File: config.mk
export PLATFORM = sky130hd
export DESIGN_NAME = usb_rw_scheduler
export DESIGN_NICKNAME = d
export VERILOG_FILES = /design/src/rtl/usb_rw_scheduler.sv
export SDC_FILE = /design/constraint.sdc
export NUM_CORES = 1
export LEC_CHECK = 0
export ABC_AREA = 1
export CAP_MARGIN = 25
export CORE_AREA = 3 3 212 214
export CTS_CLUSTER_SIZE = 24
export DETAILED_ROUTE_END_ITERATION = 10
export DIE_AREA = 0 0 215 217
export GPL_TIMING_DRIVEN = 1
export PLACE_DENSITY_LB_ADDON = 0.1
export REMOVE_ABC_BUFFERS = 1
export SYNTH_ARGS = -nofsm -noshare
export SYNTH_HDL_FRONTEND = slang
export SYNTH_SLANG_ARGS = --single-unit
File: constraint.sdc
create_clock -name clk -period 10.9 [get_ports clk]
set_input_delay 2.725 -clock clk [delete_from_list [all_inputs] [get_ports clk]]
set_output_delay 2.725 -clock clk [all_outputs]
set_load 0.02 [all_outputs]
File: src/rtl/usb_rw_scheduler.sv
// usb_rw_scheduler: round-robin arbiter that serialises host read/write
// requests through the USB read/write FSM, with retry and hang timeout.
module usb_rw_scheduler #(
  parameter int NREQ      = 4,
  parameter int MAX_RETRY = 3,
  parameter int TIMEOUT   = 1023,
  localparam int RW = (MAX_RETRY > 0) ? $clog2(MAX_RETRY + 1) : 1
) (
  input  logic               clk,
  input  logic               rst,
  input  logic [NREQ-1:0]    req_valid,
  input  logic [NREQ-1:0]    req_write,
  input  logic [16*NREQ-1:0] req_mempage,
  input  logic [64*NREQ-1:0] req_wdata,
  output logic [NREQ-1:0]    req_ready,
  output logic [NREQ-1:0]    rsp_valid,
  output logic               rsp_ok,
  output logic [63:0]        rsp_rdata,
  output logic [RW-1:0]      rsp_retries,
  output logic               read,
  output logic               write,
  output logic [15:0]        FSMmempage,
  output logic [63:0]        data_from_OS,
  input  logic [63:0]        data_to_host,
  input  logic               isValueReadCorrect,
  input  logic               read_write_FSM_done,
  output logic               busy,
  output logic               timeout_err
);

  localparam int LGW = (NREQ > 1) ? $clog2(NREQ) : 1;
  localparam int TW  = $clog2(TIMEOUT + 1);
  localparam logic [NREQ-1:0] ONE = NREQ'(1);

  typedef enum logic [1:0] {
    S_IDLE,
    S_WAIT,
    S_GAP,
    S_RESP
  } state_t;

  state_t          state;
  logic [LGW-1:0]  last_grant;
  logic [LGW-1:0]  g_l;
  logic            wr_l;
  logic [RW-1:0]   retry_cnt;
  logic [TW-1:0]   timer;
  logic            cmd_rd;
  logic            cmd_wr;

  logic            hit;
  logic [LGW-1:0]  hit_idx;
  logic [LGW-1:0]  idx;
  logic [15:0]     sel_page;
  logic [63:0]     sel_wdata;
  logic            sel_write;

  always_comb begin
    hit     = 1'b0;
    hit_idx = '0;
    idx     = '0;
    for (int k = 1; k <= NREQ; k++) begin
      idx = LGW'((int'(last_grant) + k) % NREQ);
      if (!hit && req_valid[idx]) begin
        hit     = 1'b1;
        hit_idx = idx;
      end
    end
  end

  always_comb begin
    sel_page  = '0;
    sel_wdata = '0;
    sel_write = 1'b0;
    for (int i = 0; i < NREQ; i++) begin
      if (hit_idx == LGW'(i)) begin
        sel_page  = req_mempage[16*i +: 16];
        sel_wdata = req_wdata[64*i +: 64];
        sel_write = req_write[i];
      end
    end
  end

  // Grant is decided in the IDLE cycle itself so the next grant can land d+2.
  assign req_ready = (state == S_IDLE && hit && !rst) ? (ONE << hit_idx) : '0;

  // Done gating keeps the FSM from re-triggering in its Hold state.
  assign read  = cmd_rd & ~read_write_FSM_done;
  assign write = cmd_wr & ~read_write_FSM_done;

  always_ff @(posedge clk or posedge rst) begin
    if (rst) begin
      state        <= S_IDLE;
      last_grant   <= LGW'(NREQ - 1);
      g_l          <= '0;
      wr_l         <= 1'b0;
      retry_cnt    <= '0;
      timer        <= '0;
      cmd_rd       <= 1'b0;
      cmd_wr       <= 1'b0;
      FSMmempage   <= '0;
      data_from_OS <= '0;
      rsp_valid    <= '0;
      rsp_ok       <= 1'b0;
      rsp_rdata    <= '0;
      rsp_retries  <= '0;
      busy         <= 1'b0;
      timeout_err  <= 1'b0;
    end else begin
      unique case (state)
        S_IDLE: begin
          if (hit) begin
            g_l          <= hit_idx;
            wr_l         <= sel_write;
            FSMmempage   <= sel_page;
            data_from_OS <= sel_wdata;
            retry_cnt    <= '0;
            timer        <= '0;
            cmd_rd       <= ~sel_write;
            cmd_wr       <= sel_write;
            busy         <= 1'b1;
            state        <= S_WAIT;
          end
        end
        S_WAIT: begin
          timer <= timer + 1'b1;
          if (read_write_FSM_done) begin
            cmd_rd <= 1'b0;
            cmd_wr <= 1'b0;
            if (isValueReadCorrect) begin
              rsp_ok      <= 1'b1;
              rsp_rdata   <= wr_l ? 64'd0 : data_to_host;
              rsp_retries <= retry_cnt;
              rsp_valid   <= ONE << g_l;
              state       <= S_RESP;
            end else if (retry_cnt < RW'(MAX_RETRY)) begin
              retry_cnt <= retry_cnt + 1'b1;
              timer     <= '0;
              state     <= S_GAP;
            end else begin
              rsp_ok      <= 1'b0;
              rsp_rdata   <= '0;
              rsp_retries <= retry_cnt;
              rsp_valid   <= ONE << g_l;
              state       <= S_RESP;
            end
          end else if (timer == TW'(TIMEOUT - 1)) begin
            cmd_rd      <= 1'b0;
            cmd_wr      <= 1'b0;
            timeout_err <= 1'b1;
            rsp_ok      <= 1'b0;
            rsp_rdata   <= '0;
            rsp_retries <= retry_cnt;
            rsp_valid   <= ONE << g_l;
            state       <= S_RESP;
          end
        end
        S_GAP: begin
          cmd_rd <= ~wr_l;
          cmd_wr <= wr_l;
          state  <= S_WAIT;
        end
        S_RESP: begin
          rsp_valid  <= '0;
          last_grant <= g_l;
          busy       <= 1'b0;
          state      <= S_IDLE;
        end
      endcase
    end
  end

endmodule

# ---- Word level (Yosys, flattened, before mapping)
# Index checks and enable logic that the tools add are counted.
dict set report word_totals {
  regBits 174
  input_bits 396
  elab_cells 143
}
dict set report classes {
  add_sub_neg 6
  n_lt_le_gt_ge 5
  eq_ne 14
  shifts 2
  n_mux 70
  bitwise_logic 5
  reduce_logical 25
}
# operator count
set op_table {}
lappend op_table {{2-to-1 mux 64 bit} 9}
lappend op_table {{2-to-1 mux 16 bit} 4}
lappend op_table {{2-to-1 mux 10 bit} 4}
lappend op_table {{2-to-1 mux 2 bit} 15}
lappend op_table {{2-to-1 mux 1 bit} 22}
lappend op_table {{2-to-1 mux 4 bit} 5}
lappend op_table {{one-hot mux 10 bit (2 select lines)} 1}
lappend op_table {{< comparator 2 x 3 -> 1 bit (second input constant)} 4}
lappend op_table {{AND reduction 3 bit} 4}
lappend op_table {{adder 10 x 1 -> 10 bit (second input constant)} 1}
lappend op_table {{== test 10 bit (second input constant)} 1}
lappend op_table {{binary-select mux 1 bit (select 2 bit)} 4}
lappend op_table {{== test 2 bit (second input constant)} 4}
lappend op_table {{!= test 2 bit (second input constant)} 4}
lappend op_table {{one-hot mux 2 bit (4 select lines)} 1}
lappend op_table {{one-hot mux 4 bit (2 select lines)} 1}
lappend op_table {{AND reduction 2 bit} 4}
lappend op_table {{nonzero test 2 bit} 4}
lappend op_table {{<< shifter 1 x 2 -> 4 bit (first input constant)} 2}
lappend op_table {{adder 2 x 1 -> 2 bit (second input constant)} 3}
lappend op_table {{!= test 3 bit (second input constant)} 2}
lappend op_table {{one-hot mux 1 bit (3 select lines)} 2}
lappend op_table {{logical AND 1 bit} 5}
lappend op_table {{AND reduction 5 bit} 1}
lappend op_table {{other kinds (11)} 20}

# ---- Longest topological paths before layout
# Gate-level depths: netlist of run 1.
dict set report logic_depth {
  depth_word 21
  ltp_mapped 18
}

# ---- Worst setup path after synthesis of run 1
# Ideal clock, no wire load.
dict set report synth_timing {
  path_kind {input to output}
  start {input port rst}
  end {output port req_ready[0]}
  t_arrival_ns 7.528
  setup_slack_ns 0.647
  cell_stages 3
  path_buffers 0
  cell_sequence {inv_1 nand2_1 nor3_1}
}
dict set report synth_via {
  elab_chain_cells 3
}
# item line
set synth_lines {}
lappend synth_lines {{start, declared} 10} ;# input logic rst,
lappend synth_lines {{zero test 1 bit (no line)} --}
lappend synth_lines {{logical AND 1 bit} 85} ;# assign req_ready = (state == S_IDLE && hit && !rst) ? (ONE << hit_idx) : '0;
lappend synth_lines {{2-to-1 mux 4 bit} 85}
lappend synth_lines {{end, declared} 15} ;# output logic [NREQ-1:0] req_ready,
# No other way between the ends.

# ---- Final worst setup path of run 1
dict set report layout_timing {
  start {input port req_valid[3]}
  end {output port req_ready[0]}
}
dict set report layout_via {
  elab_chain_cells 15
  word_cells_on_any_way 26
  classes_between {1 x shift; 17 x mux; 8 x reduce/logical}
}
# item line
set layout_lines {}
lappend layout_lines {{start, declared} 11} ;# input logic [NREQ-1:0] req_valid,
lappend layout_lines {{binary-select mux 1 bit (select 2 bit)} 64} ;# if (!hit && req_valid[idx]) begin
lappend layout_lines {{2-to-1 mux 1 bit (implied by the code)} 64}
lappend layout_lines {{2-to-1 mux 1 bit} 64}
lappend layout_lines {{zero test 1 bit} 64}
lappend layout_lines {{logical AND 1 bit} 64}
lappend layout_lines {{2-to-1 mux 1 bit} 64}
lappend layout_lines {{zero test 1 bit} 64}
lappend layout_lines {{logical AND 1 bit} 64}
lappend layout_lines {{2-to-1 mux 1 bit} 64}
lappend layout_lines {{zero test 1 bit} 64}
lappend layout_lines {{logical AND 1 bit} 64}
lappend layout_lines {{2-to-1 mux 1 bit} 64}
lappend layout_lines {{logical AND 1 bit (2 in series)} 85}
lappend layout_lines {{2-to-1 mux 4 bit *} 85}
# Every way passes the cells marked *; elsewhere a longest branch is shown, timed or not. The select of a mux whose other input is x is not followed.

==> metrics.sh, run 1 <==
RESULT_OF_THE_RUN='completed'
DIE_AREA_UM2=46700
FINAL-HOLD-VIOLATION-COUNT=0
CTS_SETUP_BUFFERS=0
CTS_MADE_BUFFERS=17
SYNTH_LARGEST_TYPE_AREA_FRACTION=0.473
DP_HPWL_UM=34500
SWITCHING_POWER_W=0.00255
CRIT_PATH_MAX_FANOUT=10
WORST_SLEW_PIN_SLEW_NS=1.04
CLOCK_LATENCY_NS=0.46
AREA_DELTA_SYNTH_FINAL_PCT=73.3
CLOCK_PATH_BUFFERS=2
SETUP-TNS-FINAL_NS=0
WORST-ENDPOINT-ARRIVAL_NS=4.96
PRE_ANTENNA_DRT_ITERS=5
MIN_PERIOD_OVER_PERIOD=0.705
PERIOD_NEEDED_NS=7.69
NUM_VIAS=10100
ENDPOINT_KIND='output port'
DPL_CELL_AREA_UM2=15200
GRT_SETUP_UNREPAIRED='false'
GLOBAL_ROUTE_WIRE_LENGTH_BEFORE_REPAIR_UM=68000
ROWS=76
WORSTHOLDPATHTYPE='reg2reg'
GRT_PASS1_VIAS=10500
SYNTHESIS.INSTANCES=1173
POST_CTS_HOLD_BUFFER_COUNT=0
DIE_X_UM=215
SYNTHTOPCELLSBYAREA='sky130_fd_sc_hd__dfrtp_1 (47%), sky130_fd_sc_hd__nand2_1 (24%), sky130_fd_sc_hd__a32o_1 (7.0%), sky130_fd_sc_hd__nand4_1 (4.6%), sky130_fd_sc_hd__nand3_1 (2.1%)'
TIMING_WORST_SETUP_PATH_TYPE='in2out'
DIE_HEIGHT_UM=217
ROUTE.FINAL.WIRE_LENGTH_UM=45800
WORST_HOLD_SLACK_NS=0.480
WORST-R2R-SETUP-SLACK_NS=7.41
ROUTE.DETAILED.VIAS_PER_INST=4.42
POWER.INTERNAL_W=0.00253
MAX-SLEW-MARGIN-REL=0.305
CTS-HTREE-LEVELS=4
POSTROUTEANTENNANETS=0
NUM-NETS-FINAL=2088
TIMING.CLOCK.SKEW_NS=0.0175
FINAL_LAYOUT_SIZE_SUFFIX_GT1_FRAC=0.0424
SYNTH_CELL_AREA_UM2=9100
SYNTH_FLOP_CELL='sky130_fd_sc_hd__dfrtp_1'
DESIGN_AREA_UM2=15800
MOST_USED_STANDARD_CELL_BY_INSTANCE_COUNT_AFTER_SYNTHESIS='sky130_fd_sc_hd__nand2_1'
SYN_AREA_PER_CELL_UM2=7.76
NUMBER_OF_FLOPS_MAPPED_TO_ENABLE_CELLS_BY_YOSYS=0
MAXSLEWVIOLCOUNT=0
WORST_EP_REQUIRED_TIME_NS=8.18
GRT_UTIL_ALL_LAYERS=0.191
GRT-OVFL-TOTAL=0
POWER.STATIC_LEAKAGE_nW=6.77
LAYOUTNONFILLERINSTCOUNT=2288
FINAL-SETUP-VIOL-COUNT=0
CP-START-KIND='input pin'
CTS.ROOT.BUFFER_CELL='sky130_fd_sc_hd__clkbuf_16'
SYNTH.FF_LATCH_COUNT=174
PWR_DENSITY_CELL_nW_PER_UM2=322
MOST_FREQUENT_CELLS_AFTER_SYNTHESIS='sky130_fd_sc_hd__nand2_1 (584), sky130_fd_sc_hd__dfrtp_1 (172), sky130_fd_sc_hd__nand4_1 (67)'
TRITONCTS='done'
CTS.SINK_COUNT=174
PATH_CLK_SLEW_NS=0.07
PLACE.DETAILED.INSTANCES=2251
CAP_VIOLATIONS=0
CORE_UM2=43100
POSTSYNTH.ASYNCRESETSHARE=1.00
FINAL_CORE_UTILIZATION=0.366
DR.FIRST_ITER.DRC_COUNT=506
GRT_START_MAX_NET_PINS=86
POWER.COMBINATIONAL.FRACTION=0.653
MAX_CLOCK_FREQ_MHz=130
FRACTION_OF_POWER_SPENT_SWITCHING_NETS=0.502
PORT_BUFFERS=554
WIRE_PER_INST_UM=20.0
INITIAL_CORE_UTIL=0.211
GPL.FINAL_WEIGHTED_CONGESTION=0.847
SYNTH_TOP_AREA_CELL='sky130_fd_sc_hd__dfrtp_1'
SHARE_SEQ_OF_TOTAL_POWER=0.220
YOSYS_WARNINGS=0
NUMBER_OF_ANTENNA_VIOLATIONS_AT_THE_FIRST_CHECK_IN_GLOBAL_ROUTING=7
CTSRESIZECOUNT=0
MAXIMUM_VDD_IR_DROP_uV=209
CLOCK_POWER_SHARE=0.126
SEQUENTIAL_CELL_AREA_FRACTION_IN_THE_YOSYS_REPORT=0.479
DESIGN.PORTCOUNT=555
DRC=0
YOSYSUNIQUECELLTYPES=36
## worst max-delay path: stages
cell	delay, ns
sky130_fd_sc_hd__clkdlybuf4s50_1	0.47
sky130_fd_sc_hd__nand2_1	0.07
sky130_fd_sc_hd__nand2_1	0.12
sky130_fd_sc_hd__nand2_1	0.09
sky130_fd_sc_hd__nand2_1	0.11
sky130_fd_sc_hd__inv_1	0.06
sky130_fd_sc_hd__nand3_1	0.12
sky130_fd_sc_hd__nand2_4	0.08
sky130_fd_sc_hd__clkinv_2	0.12
sky130_fd_sc_hd__nand2_1	0.12
sky130_fd_sc_hd__nor3_1	0.23
sky130_fd_sc_hd__clkdlybuf4s50_1	0.64
## cell type report
type	instances	area [um2]
timing repair buffer	565	5630
multi-input combinational	881	4250
clock buffer	18	439
tap	585	732
fill	4534	27300
antenna	5	12.5
sequential	174	4360
inverter	46	184
clock inverter	14	170
## layer usage
layer,part of all wire,vias to the layer above,wire length [um],GRT usage
met5,0.00059,-,27,0
met4,0.011,4,508,0.0366
met2,0.50,378,23000,0.341
li1,-,4941,-,-
met1,0.40,4778,18200,0.219
met3,0.089,22,4100,0.0758
## kinds of logic (layout without fill, tap and decap cells)
group                    count (synthesis)  in the layout  synth area share
AO/OA/AOI/OAI                          132            132             0.114
XOR/XNOR                                 1              1          0.000963
adder cells (fa/ha/maj)                  7              7           0.00962
buffers and inverters                  118            643            0.0560
flip-flops                             174            174             0.479
other                                    0              5                 0
AND/OR/NAND/NOR                        741            741             0.341
## power by group through the flow
stage / registers, W / logic [W] / clock network, W
global route: 0.00116 / 0.00368 / 0.000696
CTS: 0.00112 / 0.00341 / 0.000672
detailed placement: 0.00113 / 0.00340 / 0
global placement: 0.00113 / 0.00340 / 0
finish: 0.00112 / 0.00332 / 0.000643
floorplan: 0.00144 / 0.00156 / 0
## flip-flops by register name, indices dropped and copies added, names as in the netlist, 2 cells and up
| name | flops |
|---|---|
| last_grant | 2 |
| rsp_valid | 4 |
| rsp_retries | 2 |
| state | 2 |
| g_l | 2 |
| FSMmempage | 16 |
| timer | 10 |
| retry_cnt | 2 |
| data_from_OS | 64 |
| rsp_rdata | 64 |
## placed cells by master (no fill, tap or decap), types with 2 or more instances in the layout
| cell type | n |
|---|---|
| sky130_fd_sc_hd__buf_4 | 11 |
| sky130_fd_sc_hd__o31ai_1 | 3 |
| sky130_fd_sc_hd__dfrtp_1 | 172 |
| sky130_fd_sc_hd__a32o_1 | 64 |
| sky130_fd_sc_hd__inv_1 | 36 |
| sky130_fd_sc_hd__nor4_1 | 2 |
| sky130_fd_sc_hd__nand2_2 | 3 |
| sky130_fd_sc_hd__nor2_4 | 4 |
| sky130_fd_sc_hd__o22a_1 | 10 |
| sky130_fd_sc_hd__a21oi_1 | 9 |
| sky130_fd_sc_hd__nor3_1 | 6 |
| sky130_fd_sc_hd__clkinv_8 | 3 |
| sky130_fd_sc_hd__clkbuf_16 | 17 |
| sky130_fd_sc_hd__dfstp_2 | 2 |
| sky130_fd_sc_hd__o21ai_1 | 11 |
| sky130_fd_sc_hd__inv_6 | 5 |
| sky130_fd_sc_hd__nand4_1 | 67 |
| sky130_fd_sc_hd__nand3_1 | 38 |
| sky130_fd_sc_hd__inv_8 | 3 |
| sky130_fd_sc_hd__ha_1 | 7 |
| sky130_fd_sc_hd__nand2_1 | 583 |
| sky130_fd_sc_hd__o21ai_0 | 32 |
| sky130_fd_sc_hd__nor2_1 | 29 |
| sky130_fd_sc_hd__diode_2 | 5 |
| sky130_fd_sc_hd__clkinv_4 | 2 |
| sky130_fd_sc_hd__nand2_4 | 3 |
| sky130_fd_sc_hd__inv_2 | 7 |
| sky130_fd_sc_hd__clkdlybuf4s50_1 | 554 |
## worst paths after layout
path,startpoint,endpoint,depth (start not counted)
setup / recovery,req_valid[3],req_ready[0],12
hold / removal,data_from_OS[62]$_DFFE_PP0N_,data_from_OS[62]$_DFFE_PP0N_,2
setup reg to reg,last_grant[0]$_DFFE_PP1P_,FSMmempage[11]$_DFFE_PP0N_,15
hold reg to reg,data_from_OS[62]$_DFFE_PP0N_,data_from_OS[62]$_DFFE_PP0N_,2
max in group asynchronous,rst,data_from_OS[27]$_DFFE_PP0N_,3
min in group asynchronous,rst,rsp_rdata[31]$_DFFE_PP0P_,2
## metrics by stage
stage	setup WS (ns)	power, W
2_1_floorplan	0.647	0.00300
3_3_place_gp	3.24	0.00453
3_5_place_dp	3.20	0.00453
4_1_cts	3.20	0.00520
5_1_grt	3.02	0.00554
6_report	3.21	0.00509
No activity file was read; power rests on OpenSTA's default activity.
==> run 2, diff against run 1 <==
Clock period 10.9 ns to 6.6 ns, I/O delays scaled along.
==> metrics.sh, run 2 (synthesized netlist as in run 1, its figures left out) <==
CLOCK_PATH_BUFFERS=2  # unchanged
WORST_SLEW_PIN_SLEW_NS=0.975  # was 1.04 ns
CTS-HTREE-LEVELS=4  # unchanged
POWER.COMBINATIONAL.FRACTION=0.655  # was 0.653
WORST-ENDPOINT-ARRIVAL_NS=3.93  # was 4.96 ns
GRT_PASS1_VIAS=10500  # about the same
CAP_VIOLATIONS=0  # unchanged
SETUP-TNS-FINAL_NS=0  # unchanged
CTS.SINK_COUNT=174  # unchanged
GRT_SETUP_UNREPAIRED='false'  # unchanged
TRITONCTS='done'  # unchanged
AREA_DELTA_SYNTH_FINAL_PCT=73.9  # was 73.3%
NUM-NETS-FINAL=2090  # was 2088
HOLDPATHEND='timeout_err$_DFFE_PP0P_'  # was data_from_OS[62]$_DFFE_PP0N_
DIE_HEIGHT_UM=217  # unchanged
LAYOUTNONFILLERINSTCOUNT=2290  # was 2288
POSTROUTEANTENNANETS=0  # unchanged
WORST_HOLD_SLACK_NS=0.479  # was 0.480 ns
REGTOREGENDPOINT='FSMmempage[15]$_DFFE_PP0N_'  # was FSMmempage[11]$_DFFE_PP0N_
MAXSLEWVIOLCOUNT=0  # unchanged
MAX-SLEW-MARGIN-REL=0.350  # was 0.305
POWER.STATIC_LEAKAGE_nW=6.80  # was 6.77 nW
CRIT_PATH_MAX_FANOUT=17  # was 10
GLOBAL_ROUTE_WIRE_LENGTH_BEFORE_REPAIR_UM=67900  # was 68000 um
PORT_BUFFERS=554  # unchanged
REG2REG_DEPTH=15  # unchanged
GRT_START_MAX_NET_PINS=130  # was 86
WIRE_PER_INST_UM=20.0  # about the same
MIN_PERIOD_OVER_PERIOD=0.846
SHARE_SEQ_OF_TOTAL_POWER=0.220  # about the same
LAYOUT.CELLS.MOST_COMMON='sky130_fd_sc_hd__nand2_1'  # unchanged
PLACE.DETAILED.INSTANCES=2253  # was 2251
WORST-R2R-SETUP-SLACK_NS=3.40  # was 7.41 ns
GRT-OVFL-TOTAL=0  # unchanged
CP-START-KIND='input pin'  # unchanged
PERIOD_NEEDED_NS=5.58
REGISTERS_WITH_THE_MOST_FLIP_FLOPS='data_from_OS: 64 flops, rsp_rdata: 64 flops, FSMmempage: 16 flops'  # unchanged
FRACTION_OF_POWER_SPENT_SWITCHING_NETS=0.497  # was 0.502
WORSTHOLDPATHTYPE='reg2reg'  # unchanged
POST_CTS_HOLD_BUFFER_COUNT=0  # unchanged
MAX_CLOCK_FREQ_MHz=179
DESIGN.PORTCOUNT=555  # unchanged
MOSTFREQUENTLAYOUTCELLS='sky130_fd_sc_hd__nand2_1 (583), sky130_fd_sc_hd__clkdlybuf4s50_1 (554), sky130_fd_sc_hd__dfrtp_1 (172)'  # unchanged
CTS_SETUP_BUFFERS=0  # unchanged
RESULT_OF_THE_RUN='completed'  # unchanged
POWER.INTERNAL_W=0.00424  # was 0.00253 W
GRT_UTIL_ALL_LAYERS=0.192  # was 0.191
PATH_CLK_SLEW_NS=0.07  # about the same
INITIAL_CORE_UTIL=0.211  # unchanged
DR.FIRST_ITER.DRC_COUNT=639  # was 506
FINAL_LAYOUT_SIZE_SUFFIX_GT1_FRAC=0.0435  # was 0.0424
CTS.ROOT.BUFFER_CELL='sky130_fd_sc_hd__clkbuf_16'  # unchanged
POWER_W=0.00843  # was 0.00509 W
NUMBER_OF_ANTENNA_VIOLATIONS_AT_THE_FIRST_CHECK_IN_GLOBAL_ROUTING=10  # was 7
FINAL-SETUP-VIOL-COUNT=0  # unchanged
ROUTE.FINAL.WIRE_LENGTH_UM=45700  # was 45800 um
SWITCHING_POWER_W=0.00419  # was 0.00255 W
DIE_AREA_UM2=46700  # unchanged
DRC=0  # unchanged
CORE_UM2=43100  # unchanged
CTSRESIZECOUNT=0  # unchanged
TIMING_WORST_SETUP_PATH_TYPE='in2out'  # unchanged
CLOCK_POWER_SHARE=0.125  # was 0.126
WORST_EP_REQUIRED_TIME_NS=4.95  # was 8.18 ns
ENDPOINT_KIND='output port'  # unchanged
R2R-START='last_grant[0]$_DFFE_PP1P_'  # unchanged
NUM_VIAS=10200  # was 10100
DIE_X_UM=215  # unchanged
PWR_DENSITY_CELL_nW_PER_UM2=532  # was 322 nW/um2
ROWS=76  # unchanged
PRE_ANTENNA_DRT_ITERS=5  # unchanged
ROUTE.DETAILED.VIAS_PER_INST=4.44  # was 4.42
HOLD_PATH_STARTPOINT='timeout_err$_DFFE_PP0P_'  # was data_from_OS[62]$_DFFE_PP0N_
GPL.FINAL_WEIGHTED_CONGESTION=0.846  # was 0.847
DP_HPWL_UM=34800  # was 34500 um
FINAL-HOLD-VIOLATION-COUNT=0  # unchanged
HOLD_DEPTH=1  # was 2
CLOCK_LATENCY_NS=0.44  # was 0.46 ns
CTS_MADE_BUFFERS=17  # unchanged
MAXIMUM_VDD_IR_DROP_uV=280  # was 209 uV
TIMING.CLOCK.SKEW_NS=0.0144  # was 0.0175 ns
==> run 2: power by group through the flow <==
stage | Sequential [W] | Clock [W] | Combinational [W]
floorplan | 0.00238 | 0 | 0.00258
global placement | 0.00186 | 0 | 0.00565
detailed placement | 0.00187 | 0 | 0.00566
CTS | 0.00186 | 0.00110 | 0.00567
global route | 0.00192 | 0.00114 | 0.00614
finish | 0.00185 | 0.00105 | 0.00552
==> run 2: critical path, stage by stage <==
cell                              delay, ns
sky130_fd_sc_hd__clkdlybuf4s50_1       0.48
sky130_fd_sc_hd__nand2_1               0.07
sky130_fd_sc_hd__nand2_1               0.12
sky130_fd_sc_hd__nand2_1               0.09
sky130_fd_sc_hd__nand2_1               0.11
sky130_fd_sc_hd__inv_1                 0.06
sky130_fd_sc_hd__nand3_1               0.12
sky130_fd_sc_hd__nand2_4               0.06
sky130_fd_sc_hd__clkinv_2              0.19
sky130_fd_sc_hd__nand2_1               0.14
sky130_fd_sc_hd__nor3_1                0.21
sky130_fd_sc_hd__clkdlybuf4s50_1       0.64
==> run 2: through the flow <==
stage,setup WS [ns],utilization,area (um2)
after floorplan,-1.50,-,8770
after detailed placement,1.01,0.353,15200
after global routing,0.806,0.367,15800
final,1.02,0.367,15800
after global placement,1.01,0.353,15200
after CTS,1.00,0.367,15800
==> run 2: worst max-delay path by stage <==
stage / cells after the start / end / from
4_1_cts: 12 / req_ready[0] / req_valid[3]
3_5_place_dp: 12 / req_ready[0] / req_valid[3]
6_report: 12 / req_ready[0] / req_valid[3]
2_1_floorplan: 3 / req_ready[0] / rst
3_3_place_gp: 12 / req_ready[0] / req_valid[0]
5_1_grt: 12 / req_ready[0] / req_valid[3]
==> run 2: area by class of cell <==
cell class                      count  area [um2]
Antenna cell                        5        12.5
Clock buffer                       18         439
Clock inverter                     14         160
Fill cell                        4565       27200
Inverter                           46         184
Multi-Input combinational cell    881        4250
Sequential cell                   174        4360
Tap cell                          585         732
Timing Repair Buffer              567        5690
==> run 2: metal layers <==
layer  track usage  part of all wire  vias to the layer above
met5             0            0.0014                        -
met4        0.0720             0.029                       10
met3        0.0775             0.095                       58
met2         0.325              0.49                      383
met1         0.219              0.39                     4775
li1              -                 -                     4951
